**config.mk**
```make
export PLATFORM = sky130hd
export DESIGN_NAME = booth_r4_serial_mult
export DESIGN_NICKNAME = d
export VERILOG_FILES = /design/src/rtl/booth_r4_serial_mult.sv
export SDC_FILE = /design/constraint.sdc
export NUM_CORES = 1
export LEC_CHECK = 0
export ABC_AREA = 1
export CAP_MARGIN = 20
export CORE_MARGIN = 2
export CORE_UTILIZATION = 40
export CTS_BUF_LIST = sky130_fd_sc_hd__clkbuf_8
export DETAILED_ROUTE_END_ITERATION = 8
export PLACE_DENSITY = 0.77
export SLEW_MARGIN = 20
export SYNTH_ARGS = -nofsm -noshare
export SYNTH_HDL_FRONTEND = slang
export SYNTH_SLANG_ARGS = --single-unit
```
**constraint.sdc**
```tcl
create_clock -name clk -period 1.78 [get_ports clk]
set_input_delay 0.178 -clock clk [delete_from_list [all_inputs] [get_ports clk]]
set_output_delay 0.178 -clock clk [all_outputs]
set_load 0.01 [all_outputs]
```
**src/rtl/booth_r4_serial_mult.sv**
```systemverilog
// Serial radix-4 Booth multiplier: one digit per cycle, start/ready in, valid/ready out.
// Define BOOTH_ACC_EN to build the accumulator; otherwise prod is 0 (recoder only).
module booth_r4_serial_mult #(
   parameter  int X_WIDTH  = 8,
   parameter  int Y_WIDTH  = 8,
   localparam int N_DIGITS = (Y_WIDTH + 2) / 2,
   localparam int XY_WIDTH = X_WIDTH + 2,
   localparam int IDX_W    = (N_DIGITS > 1) ? $clog2(N_DIGITS) : 1
) (
   input  logic                       clk,
   input  logic                       rst,
   input  logic                       start,
   output logic                       in_ready,
   input  logic                       signed_mode,
   input  logic [X_WIDTH-1:0]         x_in,
   input  logic [Y_WIDTH-1:0]         y_in,
   output logic                       pp_valid,
   output logic [XY_WIDTH-1:0]        pp,
   output logic [2:0]                 pp_digit,
   output logic [IDX_W-1:0]           pp_idx,
   output logic                       res_valid,
   input  logic                       res_ready,
   output logic [X_WIDTH+Y_WIDTH-1:0] prod
);

   localparam int P_WIDTH = X_WIDTH + Y_WIDTH;
   localparam int YE      = 2 * N_DIGITS + 1;
   localparam int YPAD    = 2 * N_DIGITS - Y_WIDTH;
   localparam int XPAD    = XY_WIDTH - X_WIDTH;
   localparam logic [IDX_W-1:0] LAST = IDX_W'(N_DIGITS - 1);

   typedef enum logic [1:0] {
      IDLE,
      RUN,
      DONE
   } state_e;

   state_e                state_q, state_d;
   logic [XY_WIDTH-1:0]   x_q, x_d;
   logic [YE-1:0]         y_q, y_d;
   logic [IDX_W-1:0]      idx_q, idx_d;
   logic                  pp_valid_q, pp_valid_d;
   logic [XY_WIDTH-1:0]   pp_q, pp_d;
   logic [2:0]            pp_digit_q, pp_digit_d;
   logic [IDX_W-1:0]      pp_idx_q, pp_idx_d;
   logic                  res_valid_q, res_valid_d;
   logic [2:0]            dig;
   logic [XY_WIDTH-1:0]   ppv;
   logic                  accept;

   // x_q holds the already-extended multiplicand, so mode is folded in at accept
   always_comb begin
      dig = 3'b000;
      ppv = '0;
      unique case (y_q[2:0])
         3'b001, 3'b010: begin
            dig = 3'b001;
            ppv = x_q;
         end
         3'b011: begin
            dig = 3'b010;
            ppv = {x_q[XY_WIDTH-2:0], 1'b0};
         end
         3'b100: begin
            dig = 3'b110;
            ppv = '0 - {x_q[XY_WIDTH-2:0], 1'b0};
         end
         3'b101, 3'b110: begin
            dig = 3'b111;
            ppv = '0 - x_q;
         end
         default: begin
            dig = 3'b000;
            ppv = '0;
         end
      endcase
   end

   always_comb begin
      in_ready = (state_q == IDLE) ||
                 ((state_q == DONE) && res_ready);
      accept      = start && in_ready;
      state_d     = state_q;
      x_d         = x_q;
      y_d         = y_q;
      idx_d       = idx_q;
      pp_valid_d  = 1'b0;
      pp_d        = '0;
      pp_digit_d  = '0;
      pp_idx_d    = '0;
      res_valid_d = res_valid_q;
      unique case (state_q)
         IDLE: begin
            state_d = IDLE;
         end
         RUN: begin
            pp_valid_d = 1'b1;
            pp_d       = ppv;
            pp_digit_d = dig;
            pp_idx_d   = idx_q;
            y_d        = y_q >> 2;
            idx_d      = idx_q + 1'b1;
            if (idx_q == LAST) begin
               state_d     = DONE;
               res_valid_d = 1'b1;
            end
         end
         DONE: begin
            if (res_ready) begin
               state_d     = IDLE;
               res_valid_d = 1'b0;
            end
         end
         default: begin
            state_d = IDLE;
         end
      endcase
      if (accept) begin
         state_d = RUN;
         x_d     = {{XPAD{signed_mode & x_in[X_WIDTH-1]}}, x_in};
         y_d     = {{YPAD{signed_mode & y_in[Y_WIDTH-1]}},
                    y_in, 1'b0};
         idx_d   = '0;
      end
   end

   always_ff @(posedge clk or negedge rst) begin
      if (!rst) begin
         state_q     <= IDLE;
         x_q         <= '0;
         y_q         <= '0;
         idx_q       <= '0;
         pp_valid_q  <= 1'b0;
         pp_q        <= '0;
         pp_digit_q  <= '0;
         pp_idx_q    <= '0;
         res_valid_q <= 1'b0;
      end else begin
         state_q     <= state_d;
         x_q         <= x_d;
         y_q         <= y_d;
         idx_q       <= idx_d;
         pp_valid_q  <= pp_valid_d;
         pp_q        <= pp_d;
         pp_digit_q  <= pp_digit_d;
         pp_idx_q    <= pp_idx_d;
         res_valid_q <= res_valid_d;
      end
   end

`ifdef BOOTH_ACC_EN
   localparam int AW = P_WIDTH + 2;

   logic [AW-1:0]      acc_q, acc_d;
   logic [P_WIDTH-1:0] prod_q, prod_d;
   logic [AW-1:0]      pp_ext;
   logic [AW-1:0]      pp_sh;

   always_comb begin
      pp_ext = {{(AW-XY_WIDTH){ppv[XY_WIDTH-1]}}, ppv};
      pp_sh  = pp_ext << {idx_q, 1'b0};
      acc_d  = acc_q;
      prod_d = prod_q;
      if (state_q == RUN) begin
         acc_d = acc_q + pp_sh;
         if (idx_q == LAST) begin
            prod_d = acc_d[P_WIDTH-1:0];
         end
      end
      if (accept) begin
         acc_d = '0;
      end
   end

   always_ff @(posedge clk or negedge rst) begin
      if (!rst) begin
         acc_q  <= '0;
         prod_q <= '0;
      end else begin
         acc_q  <= acc_d;
         prod_q <= prod_d;
      end
   end

   assign prod = prod_q;
`else
   assign prod = '0;
`endif

   assign pp_valid  = pp_valid_q;
   assign pp        = pp_q;
   assign pp_digit  = pp_digit_q;
   assign pp_idx    = pp_idx_q;
   assign res_valid = res_valid_q;

endmodule
```
==> metrics.md <==
| Metric | Value |
|---|---|
| Outcome | complete, no violations |
| Drt first pass iters | 5 |
| Post-cts sizing count | 0 |
| 1st-iter DRT viols | 144 |
| Power Density | 1710 nW/µm² |
| Post-Synthesis Cells | 268 |
| Final Setup Violations | 0 |
| Top delay family on crit path | buffers and inverters |
| CTS sink count | 42 |
| Total track usage | 14.8% |
| Post CTS Setup Buffer Count | 0 |
| WL final | 4110 µm |
| CTS buffer count | 5 |
| Area share of the largest cell type after synthesis | 48.5% |
| Synth Register Bits | 42 |
| Critical path's largest stage delay | 0.54 ns |
| CP most frequent cell | nor2_2 |
| CP required | 1.60 ns |
| Post-synth top area cell | dfrtp_1 |
| Hold WC Path Type | in2async |
| Setup CP Type | reg2out |
| Remaining antenna violation count | 0 |
| Antenna violations before repair | 0 |
| Vias per cell | 4.58 |
| P_leak | 1.32 nW |
| Final WS setup | 0.140 ns |
| Die height | 77.6 µm |
| Cts hold-fix bufs | 1 |
| Max IR drop VDD | 0.644 mV |
| Vias in the first global route | 1571 |
| RSZ-0062 raised after global routing | false |
| Area Overhead vs Synth | 24.6% |
| Post-Route Utilization | 52.2% |
| Critical-path top delay cell | clkdlybuf4s50_1 |
| Nets | 336 |
| Starting Density | 41.9% |
| F_max | 610 MHz |
| Die width | 77.6 µm |
| DRC viols | 0 |
| Minimum clock period | 1.64 ns |
| Clock-pin slew on the worst setup and hold paths | 0.08 ns |
| Worst setup EP type | output pin |
| Core area | 5170 µm² |
| Arr. time, crit path | 1.46 ns |
| Max cap viols | 0 |
| Routability cong. | 0.929 |
| Hold Fails Final Rpt | 0 |
| DP HPWL | 3190 µm |
| Skew-Pair Late Insertion Delay | 0.29 ns |
| First-pass GRT wire length | 7140 µm |
| DR vias | 1755 |
| Routed length per placed instance | 10.7 µm |
| TNS Setup | 0 ns |
| Worst Path Buf+Inv | 2 |
| Crit share post-route | 92.1% |
| Most frequent cells in the layout | nand2_1, dfrtp_1, clkdlybuf4s50_1, nor2_1, nand3_1 |
| Area contributors post-synth | dfrtp_1, nand2_1, buf_4 |
| Most common cell after layout, fill and taps aside | nand2_1 |
| Layout cell share with drive strength beyond 1 | 12.1% |
| Placement Rows | 26 |
| Pre-CTS setup slack | 0.159 ns |
| Worst setup SP type | flop |
| CP Max Fanout | 3 |
| Number of fill cells | 488 |
| Max clock buf depth | 2 |
| # IOs | 56 |
| Root buf cell | clkbuf_8 |
| IO buf count | 39 |
| Crit-path cells | inv_2 > nor2_2 > nor2_2 > clkdlybuf4s50_1 |
| Largest net degree at the start of global routing | 27 |
| Mapped Avg Cell Area | 8.09 µm² |
| Synth unique cells | 32 |
| CTS tree | done |
| Fin Clk Skew | 0.0106 ns |
| Final Max Tran Viols | 0 |
| DIE AREA | 6020 µm² |
| Synthesis Warnings | 0 |
| Mapped cell area | 2170 µm² |
| Seq/Total Area, Yosys | 48.5% |
| Grt ovf | 0 |
| Diodes inserted | 0 |
| Htree depth | 2 |
## stage by stage
stage | hold slack [ns] | cell area, µm² | std cells | total power, W
2_1_floorplan | -0.118 | 2220 | 283 | 0.00321
3_3_place_gp | 0.172 | 2580 | 374 | 0.00386
3_5_place_dp | 0.174 | 2580 | 374 | 0.00390
4_1_cts | 0.400 | 2700 | 383 | 0.00466
5_1_grt | 0.438 | 2700 | 383 | 0.00506
6_report | 0.384 | 2700 | 383 | 0.00463
## worst reg2reg max path: stages, from the launching register on
cell,delay (ns)
dfrtp_1,0.39
inv_2,0.11
ha_1,0.27
nand2_1,0.10
nor2_1,0.11
nand3_1,0.12
nand3_1,0.10
nand3_1,0.08
nand2_1,0.06
inv_1,0.03
## cells in the mapped netlist
cell	number
clkinv_1	1
o21ai_1	15
o22ai_1	3
conb_1	1
o211ai_1	2
nand2_2	2
nand3_1	23
a22oi_1	3
nand2_4	1
o21ai_0	2
buf_6	1
clkbuf_1	1
inv_2	16
ha_1	3
a31oi_1	2
buf_4	17
nor2_8	1
nand4_1	1
inv_1	19
o221ai_1	1
nand2_1	68
buf_2	1
nor3_1	3
nor3_2	1
a21boi_1	1
nand3b_1	1
nor2_4	2
a21oi_1	4
dfrtp_1	42
nor2_1	26
nor2_2	3
nand3_2	1
## area by class of cell
| cell class | count | area (µm²) | area share, % |
|---|---|---|---|
| multi-input cells | 185 | 890 | 32.9 |
| inverters | 36 | 135 | 5.00 |
| well taps | 70 | 87.6 | 3.24 |
| repair buffers | 42 | 423 | 15.7 |
| flip-flops and latches | 42 | 1050 | 38.9 |
| clock inverters | 3 | 45.0 | 1.67 |
| clock buffers | 5 | 68.8 | 2.55 |
## flip-flops by register name, summed over array words and instances (netlist names)
signal / count
pp: 10
y_q: 10
x_q: 9
idx_q: 3
pp_digit: 3
pp_idx: 3
state_q: 2
pp_valid: 1
res_valid: 1
## cell families after synthesis
family                   count (synthesis)  share of synthesized area [%]
AO/OA/AOI/OAI                           33                           8.78
adder cells (fa/ha/maj)                  3                           1.73
buffers and inverters                   56                           13.0
flip-flops                              42                           48.5
other                                    1                          0.173
AND/OR/NAND/NOR                        133                           27.8
## power by group
part           leakage (nW)  switching [W]  internal, W
clock                0.0504       0.000321     0.000417
combinational         0.733        0.00137     0.000908
sequential            0.535       0.000269      0.00135
## final timing paths
path                                  from       end  slack [ns]  cells after the start
max in group asynchronous              rst  idx_q[2]        0.92                      3
worst min register to register      y_q[5]    y_q[5]        0.49                      2
worst max register to register      x_q[0]     pp[8]        0.31                      9
worst max-delay path            state_q[1]  in_ready        0.14                      4
worst min-delay path                   rst    x_q[3]        0.38                      2
min in group clk                   x_in[4]    x_q[4]        0.43                      3
## metal layers
metal	vias up	wire, µm	global-route usage [%]
met2	56	1850	23.1
met4	0	54	5.54
met5	-	0	0
met3	5	226	3.26
li1	908	-	-
met1	786	1980	20.0
Power figures use the tool's default switching activity.
